===== src/rtl/regfile_ctrl_pkg.sv =====
// Shared types and default widths for the register-file sequencer slice.
package regfile_ctrl_pkg;

  localparam int unsigned N_DEF = 4;
  localparam int unsigned W_DEF = 8;

  typedef enum logic [1:0] {
    IDLE = 2'd0,
    FILL = 2'd1,
    DONE = 2'd2
  } state_t;

  typedef struct packed {
    logic [N_DEF-1:0] addr;
    logic [W_DEF-1:0] data;
  } wr_req_t;

endpackage


===== src/rtl/rf_addr_counter.sv =====
// N-bit wrapping address counter with sync clear, enable and terminal-count flag.
module rf_addr_counter
  import regfile_ctrl_pkg::*;
#(
  parameter int unsigned N = N_DEF
) (
  input  logic         clk_i,
  input  logic         rst_ni,
  input  logic         clr_i,
  input  logic         en_i,
  output logic [N-1:0] cnt_o,
  output logic         tc_o
);

  logic [N-1:0] cnt_q, cnt_d;

  always_comb begin
    cnt_d = cnt_q;
    if (clr_i)     cnt_d = '0;
    else if (en_i) cnt_d = cnt_q + N'(1);
  end

  always_ff @(posedge clk_i or negedge rst_ni) begin
    if (!rst_ni) cnt_q <= '0;
    else         cnt_q <= cnt_d;
  end

  assign cnt_o = cnt_q;
  assign tc_o  = (cnt_q == '1);

endmodule


===== src/rtl/regfile_ctrl.sv =====
// Bulk-fill sequencer, write-port arbiter and read-address mux for register_file.
module regfile_ctrl
  import regfile_ctrl_pkg::*;
#(
  parameter int unsigned N = N_DEF,
  parameter int unsigned W = W_DEF
) (
  input  logic         clk,
  input  logic         rst_n,
  input  logic         start_fill,
  input  logic         man_we,
  input  logic [N-1:0] man_addr,
  input  logic [W-1:0] man_data,
  input  logic [N-1:0] man_rs1,
  input  logic [N-1:0] man_rs2,
  input  logic [W-1:0] rand_in,
  input  logic         scan_en,
  input  logic         scan_tick,
  output logic         rf_we,
  output logic [N-1:0] rf_addr_rd,
  output logic [W-1:0] rf_data_in,
  output logic [N-1:0] rf_addr_rs1,
  output logic [N-1:0] rf_addr_rs2,
  output logic         busy,
  output logic         done,
  output logic         ovf
);

  typedef struct packed {
    logic [N-1:0] addr;
    logic [W-1:0] data;
  } req_t;

  state_t       state_q;
  req_t         wr_q, pend_q, man_req, fill_req;
  logic         rf_we_q, busy_q, done_q, ovf_q, pend_vld_q;
  logic         fill_en, fill_tc, scan_tc;
  logic [N-1:0] fill_cnt, scan_cnt;

  assign man_req  = '{addr: man_addr, data: man_data};
  assign fill_req = '{addr: fill_cnt, data: rand_in};

  // Address 0 is issued on the start edge itself, so the counter runs one ahead
  // and wraps back to 0 on the final fill write.
  assign fill_en = (state_q == FILL) || ((state_q == IDLE) && start_fill);

  rf_addr_counter #(.N(N)) u_fill_cnt (
    .clk_i (clk),
    .rst_ni(rst_n),
    .clr_i (!fill_en),
    .en_i  (fill_en),
    .cnt_o (fill_cnt),
    .tc_o  (fill_tc)
  );

  rf_addr_counter #(.N(N)) u_scan_cnt (
    .clk_i (clk),
    .rst_ni(rst_n),
    .clr_i (1'b0),
    .en_i  (scan_tick && scan_en),
    .cnt_o (scan_cnt),
    .tc_o  (scan_tc)
  );

  always_ff @(posedge clk or negedge rst_n) begin
    if (!rst_n) begin
      state_q    <= IDLE;
      wr_q       <= '0;
      pend_q     <= '0;
      pend_vld_q <= 1'b0;
      rf_we_q    <= 1'b0;
      busy_q     <= 1'b0;
      done_q     <= 1'b0;
      ovf_q      <= 1'b0;
    end else begin
      rf_we_q <= 1'b0;
      busy_q  <= 1'b0;
      done_q  <= 1'b0;
      case (state_q)
        IDLE, DONE: begin
          if (state_q == DONE) begin
            done_q  <= 1'b1;
            state_q <= IDLE;
          end
          if ((state_q == IDLE) && start_fill) begin
            state_q <= FILL;
            rf_we_q <= 1'b1;
            busy_q  <= 1'b1;
            wr_q    <= fill_req;
            if (man_we) begin
              if (pend_vld_q) ovf_q <= 1'b1;
              else begin
                pend_vld_q <= 1'b1;
                pend_q     <= man_req;
              end
            end
          end else if (pend_vld_q) begin
            // Pending slot frees on this edge, so a concurrent manual write refills it.
            rf_we_q    <= 1'b1;
            wr_q       <= pend_q;
            pend_vld_q <= man_we;
            if (man_we) pend_q <= man_req;
          end else if (man_we) begin
            rf_we_q <= 1'b1;
            wr_q    <= man_req;
          end
        end
        FILL: begin
          rf_we_q <= 1'b1;
          busy_q  <= 1'b1;
          wr_q    <= fill_req;
          if (fill_tc) state_q <= DONE;
          if (man_we) begin
            if (pend_vld_q) ovf_q <= 1'b1;
            else begin
              pend_vld_q <= 1'b1;
              pend_q     <= man_req;
            end
          end
        end
        default: state_q <= IDLE;
      endcase
    end
  end

  assign rf_we      = rf_we_q;
  assign rf_addr_rd = wr_q.addr;
  assign rf_data_in = wr_q.data;
  assign busy       = busy_q;
  assign done       = done_q;
  assign ovf        = ovf_q;

  assign rf_addr_rs1 = scan_en ? scan_cnt : man_rs1;
  assign rf_addr_rs2 = scan_en ? (scan_tc ? '0 : scan_cnt + N'(1)) : man_rs2;

endmodule


===== config.mk =====
export PLATFORM = sky130hd
export DESIGN_NAME = regfile_ctrl
export DESIGN_NICKNAME = d
export VERILOG_FILES = /design/src/rtl/regfile_ctrl_pkg.sv /design/src/rtl/rf_addr_counter.sv /design/src/rtl/regfile_ctrl.sv
export SDC_FILE = /design/constraint.sdc
export NUM_CORES = 1
export LEC_CHECK = 0
export CAP_MARGIN = 20
export CORE_AREA = 2 2 92 50
export DETAILED_ROUTE_END_ITERATION = 7
export DIE_AREA = 0 0 94 52
export MAX_ROUTING_LAYER = met4
export PLACE_DENSITY = 0.81
export SETUP_SLACK_MARGIN = 0.02
export SLEW_MARGIN = 30
export SYNTH_ARGS = -nofsm -noshare
export SYNTH_HDL_FRONTEND = slang
export SYNTH_SLANG_ARGS = --single-unit

===== constraint.sdc =====
create_clock -name clk -period 3.1 [get_ports clk]
set_clock_uncertainty 0.05 [all_clocks]
set_input_delay 0.465 -clock clk [delete_from_list [all_inputs] [get_ports clk]]
set_output_delay 0.465 -clock clk [all_outputs]
set_load 0.1 [all_outputs]

After elaboration in Yosys (flattened, before gate mapping)
Cells that the tools add are included.

operators by class
  multiply operators = 0
  reduce and logical (&&, ||, !) cells = 10
  add/sub/neg operators = 2
  divide/modulo/power cells = 0
  shift operators = 0
  magnitude comparators = 0
  equality and inequality tests = 10
  bitwise logic cells = 0
  multiplexer cells = 33

operator list
  cell                                                                    count
  12-bit 2-to-1 mux                                                       7
  12-bit one-hot mux with 2 select lines                                  2
  4-bit 2-to-1 mux                                                        4
  1-bit 2-to-1 mux                                                        12
  3-bit != test (second input constant)                                   3
  4-bit by 1-bit adder with 4-bit output (second input constant)          2
  4-bit equality test (second input constant)                             2
  1-bit one-hot mux with 2 select lines                                   4
  2-bit 2-to-1 mux                                                        3
  2-bit AND reduction                                                     3
  2-bit != test (second input constant)                                   2
  4-bit != test (second input constant)                                   1
  2-bit one-hot mux with 2 select lines                                   1
  3-bit AND reduction                                                     1
  2-bit by 1-bit equality test with 1-bit output (second input constant)  1
  2-bit equality test (second input constant)                             1
  1-bit logical AND                                                       2
  2-bit zero test                                                         1
  2-bit nonzero test                                                      1
  2-bit OR reduction                                                      1
  1-bit logical OR                                                        1

word-level totals
  input bits = 34
  register bits after elaboration = 39
  word-level logic and storage cells = 67
  ROM bits = 0
  bits in latches = 0
  memories = 0
  RAM bits = 0

Longest topological paths before layout
  depth in word-level cells = 4
  mapped depth = 5
  depth with buffers taken out = 4

Hierarchy
From an unflattened synthesis, not the netlist that was laid out.

second synthesis, totals
  cell total of the unflattened synthesis = 162
  area, all modules = 2,019.4 um^2

by module, submodules not included
  module           seq. area each (um^2)  area each (um^2)  times used  cells each
  regfile_ctrl     775.7                  1,621.6           1           128
  rf_addr_counter  100.1                  198.9             2           17

Worst setup path after synthesis
Ideal clock, no wire load.

  path type = input-to-output
  start = input port scan_en
  end = output port rf_addr_rs2[1]
  setup slack = -0.212 ns
  arrival = 2.797 ns
  stages on the path = 2
  path through = clkbuf_1 -> o21ai_0

between the ends
  longest elaborated chain between the ends = 1

ends and longest elaborated chain
  element           line                 source
  from (decl)       regfile_ctrl.sv:17   input logic scan_en,
  4-bit 2-to-1 mux  regfile_ctrl.sv:134  assign rf_addr_rs2 = scan_en ? (scan_tc ? '0 : scan_cnt + N'(1)) : man_rs2;
  to (decl)         regfile_ctrl.sv:23   output logic [N-1:0] rf_addr_rs2,

Every way passes these cells.

Final worst setup path
  start = register u_scan_cnt.cnt_q[0] (netlist: u_scan_cnt.cnt_o[0])
  end = output port rf_addr_rs2[3]

between the ends
  longest elaborated chain between the ends = 3

ends and longest elaborated chain
  element                                                                               line                                        source
  from (decl)                                                                           rf_addr_counter.sv:15                       logic [N-1:0] cnt_q, cnt_d;
  from (signal assigned)                                                                rf_addr_counter.sv:25                       else cnt_q <= cnt_d;
  4-bit by 1-bit adder with 4-bit output / 4-bit equality test (equally long branches)  regfile_ctrl.sv:134, rf_addr_counter.sv:29
  4-bit 2-to-1 mux * (2 in a row)                                                       regfile_ctrl.sv:134

Mark *: on every way between the ends. The rest lies on a longest branch, timed or not.

==> results.py <==
metrics = {
    "outcome": {
        "run_status": "completed",
    },
    "final_layout": {
        "final_layout_size_suffix_gt1_share_pct": 26.6,
        "final_net_count": 254,
        "layout-area-overhead-vs-synth_pct": 32.0,
        "fin_util_pct": 61.7,
        "antennaDiodeCount": 0,
    },
    "floorplan": {
        "cell_row_count": 17,
        "die_width_um": 94,
        "die_h_um": 52,
        "i_o_pin_cnt": 58,
        "placeable_core_region_um2": 4150,
        "initial_utilization_pct": 46.7,
        "fp.dieArea_um2": 4890,
    },
    "logic_synthesis": {
        "synth.top_cells.by_area": "dfrtp_1 (50%), mux2_4 (7.7%), mux2_2 (4.6%)",
        "synthCells": 160,
        "fraction_of_synthesized_cell_area_taken_by_the_top_area_cell_type_pct": 50.4,
        "synth_edf_count": 0,
        "synth-seq-cells": 39,
        "synth_fp_nets": 196,
        "post_synthesis_mean_instance_area_um2": 12.1,
        "synth_cell_types": 36,
        "ys.flop_type": "dfrtp_1",
        "asyncSetResetFlopFracSynth_pct": 100,
        "mappedNetlistArea_um2": 1940,
        "post-synth-top-area-cell": "dfrtp_1",
        "yosysWarnings": 0,
        "synth_sequential_area_ratio_pct": 50.4,
    },
    "detailed_routing": {
        "first_iter_violations": 55,
        "routed-via-count": 1431,
        "detail_route.first_pass.iterations": 4,
        "wl_mm": 4.20,
        "antenna_left": 0,
        "drcViolationCount": 0,
        "drt-wirelength-per-cell_um": 15.3,
        "viasPerCell": 5.20,
    },
    "clock_tree": {
        "clock_latency_ns": 0.29,
        "cts-resized-gates": 0,
        "clock-sinks": 39,
        "cts_buffers": 5,
        "ctsRootBufferMaster": "clkbuf_8",
        "post-cts-setup-buffers": 0,
        "cts_tree": "yes",
        "clk_transition_reported_paths_ns": 0.07,
        "cts-root-to-sink-buffers": 2,
        "h-tree-depth": 2,
        "postCtsHoldBufs": 0,
    },
    "worst_setup_path": {
        "end_kind": "output pin",
        "cp_cell_sequence": "ha_1, a21o_1, a21boi_0, o22a_1, buf_4",
        "worst-path-stages": 5,
        "crit_path_start_kind": "register",
        "timing.critical_path.slowest_cell_delay_ns": 0.44,
        "critical_path.slowest_cell": "dfrtp_1",
        "crit_buf_inv": 1,
        "ff2ff_path_depth": 4,
        "arrival_ns": 1.83,
        "critical_path.max_fanout": 6,
        "timing.critical_path.required_ns": 2.58,
        "critical_path_class": "reg -> out",
        "critPathTopFamily": "compound AO/OA/AOI/OAI gates",
    },
    "pwr": {
        "power.density_cell_area_nw_per_um2": 1090,
        "p_leak_nw": 1.13,
        "worst_voltage_drop_across_the_vdd_grid_mv": 0.652,
    },
    "timing": {
        "final_hold_viol_count": 0,
        "setup_total_negative_slack_ns": 0,
        "final.period_utilization_pct": 75.8,
        "post-route-min-period_ns": 2.35,
        "setup_repair_after_global_routing_missed_its_margin": "false",
        "max-slew-margin-rel_pct": 67.1,
        "slew_violations": 0,
        "max_freq_mhz": 426,
        "final-setup-viol-count": 0,
        "worst-slew-pin-transition_ns": 0.493,
    },
    "global_route": {
        "grt_usage_pct": 19.4,
        "grt_remaining_overflow": 0,
        "via_count_of_the_first_global_routing_pass": 1368,
        "grt_max_degree": 40,
        "antenna_violations_before_repair": 0,
        "grt_pass1_wl_mm": 6.78,
    },
    "placement": {
        "routabilityCongestion": 0.804,
        "io_buffers": 57,
        "detailedPlacementHpwl_mm": 2.95,
    },
    "hold_path": {
        "min_path_type": "in -> async",
    },
    "run": {
        "drv_cap": 0,
    },
}
==> kinds of logic (layout without fill, tap and decap cells) <==
group	count (synthesis)	after routing	synth area share, %
AOI/OAI and AO/OA	29	29	13.1
xor gates and xnor gates	6	6	2.71
adders and majority gates	2	2	1.29
buffers and inverters	15	73	4.97
DFF	39	39	50.4
muxes	26	26	16.5
and+or+nand+nor	43	43	11.0
==> placed cells by master (no fill, tap or decap), types with 2 or more instances in the layout <==
| cell | count |
|---|---|
| and2_1 | 2 |
| o21bai_1 | 2 |
| a211oi_1 | 4 |
| mux2_2 | 8 |
| nor2b_1 | 7 |
| buf_4 | 29 |
| mux2_4 | 10 |
| clkbuf_8 | 6 |
| o31ai_1 | 4 |
| dfrtp_1 | 39 |
| a221o_1 | 6 |
| nor3_1 | 6 |
| xnor2_1 | 4 |
| inv_1 | 4 |
| ha_1 | 2 |
| o21ai_0 | 3 |
| mux2i_1 | 8 |
| nand2_1 | 3 |
| clkdlybuf4s50_1 | 32 |
| nand3_1 | 10 |
| nor2_1 | 12 |
| xor2_1 | 2 |
| a221oi_1 | 2 |
==> layer usage <==
| metal | GRT usage [%] | up-vias | wire [um] |
|---|---|---|---|
| met5 | - | - | 0 |
| met4 | 5.07 | 0 | 45 |
| met3 | 5.36 | 7 | 207 |
| met2 | 27.4 | 37 | 1750 |
| met1 | 27.7 | 695 | 2200 |
| li1 | - | 692 | - |
==> state kept, by name, indices dropped and copies added (netlist names), 2 cells and up <==
name	count
u_fill_cnt.cnt_o	4
rf_data_in	8
state_q	2
rf_addr_rd	4
pend_q	12
u_scan_cnt.cnt_o	4
==> synthesized netlist by cell type, drive strengths merged (3+ instances only) <==
cell type and n:
nor3 6, dfrtp 39, o21ai 4, mux2i 8
xnor2 4, buf 8, nand2 3, o31ai 4
inv 5, nor2b 7, mux2 18, and2 3
a221o 6, o21bai 3, a211oi 4, nor2 12
nand3 10
==> through the flow <==
stage / hold WS (ns) / instance area (um2) / power [W] / setup WS [ns] / cells
after floorplan: 0.119 / 1940 / 0.00214 / 0.284 / 160
after global placement: 0.417 / 2470 / 0.00243 / 0.762 / 268
after detailed placement: 0.426 / 2470 / 0.00245 / 0.740 / 268
after CTS: 0.267 / 2550 / 0.00282 / 0.737 / 275
after global routing: 0.122 / 2560 / 0.00295 / 0.536 / 275
final: 0.0811 / 2560 / 0.00280 / 0.751 / 275
==> power by group <==
part	total (W)	internal (W)	switching, W
logic	0.00157	0.000504	0.00107
registers	0.000878	0.000716	0.000162
clock network	0.000347	0.000175	0.000173
total	0.00280	0.00139	0.00140
==> final timing paths <==
path                                                 startpoint                   endpoint  slack (ns)
worst max register to register           state_q[0]$_DFFE_PN0P_  rf_addr_rd[0]$_DFFE_PN0P_        1.28
worst min-delay path                                      rst_n            rf_we$_DFF_PN0_        0.08
worst max-delay path            u_scan_cnt.cnt_o[0]$_DFFE_PN0P_             rf_addr_rs2[3]        0.75
worst min register to register                  ovf$_DFFE_PN0P_            ovf$_DFFE_PN0P_        0.44
min in group clk                                ovf$_DFFE_PN0P_            ovf$_DFFE_PN0P_        0.44
max in group asynchronous                                 rst_n      pend_q[4]$_DFFE_PN0P_        2.57
==> final cells by class <==
| type | count | area (um2) |
|---|---|---|
| repair buffers | 61 | 538 |
| clock buffers | 6 | 82.6 |
| clock inverters | 1 | 5.00 |
| flip-flops and latches | 39 | 976 |
| inverters | 5 | 18.8 |
| well taps | 57 | 71.3 |
| multi-input cells | 106 | 866 |
| fillers | 343 | 1590 |
No activity file was read; power rests on OpenSTA's default activity.
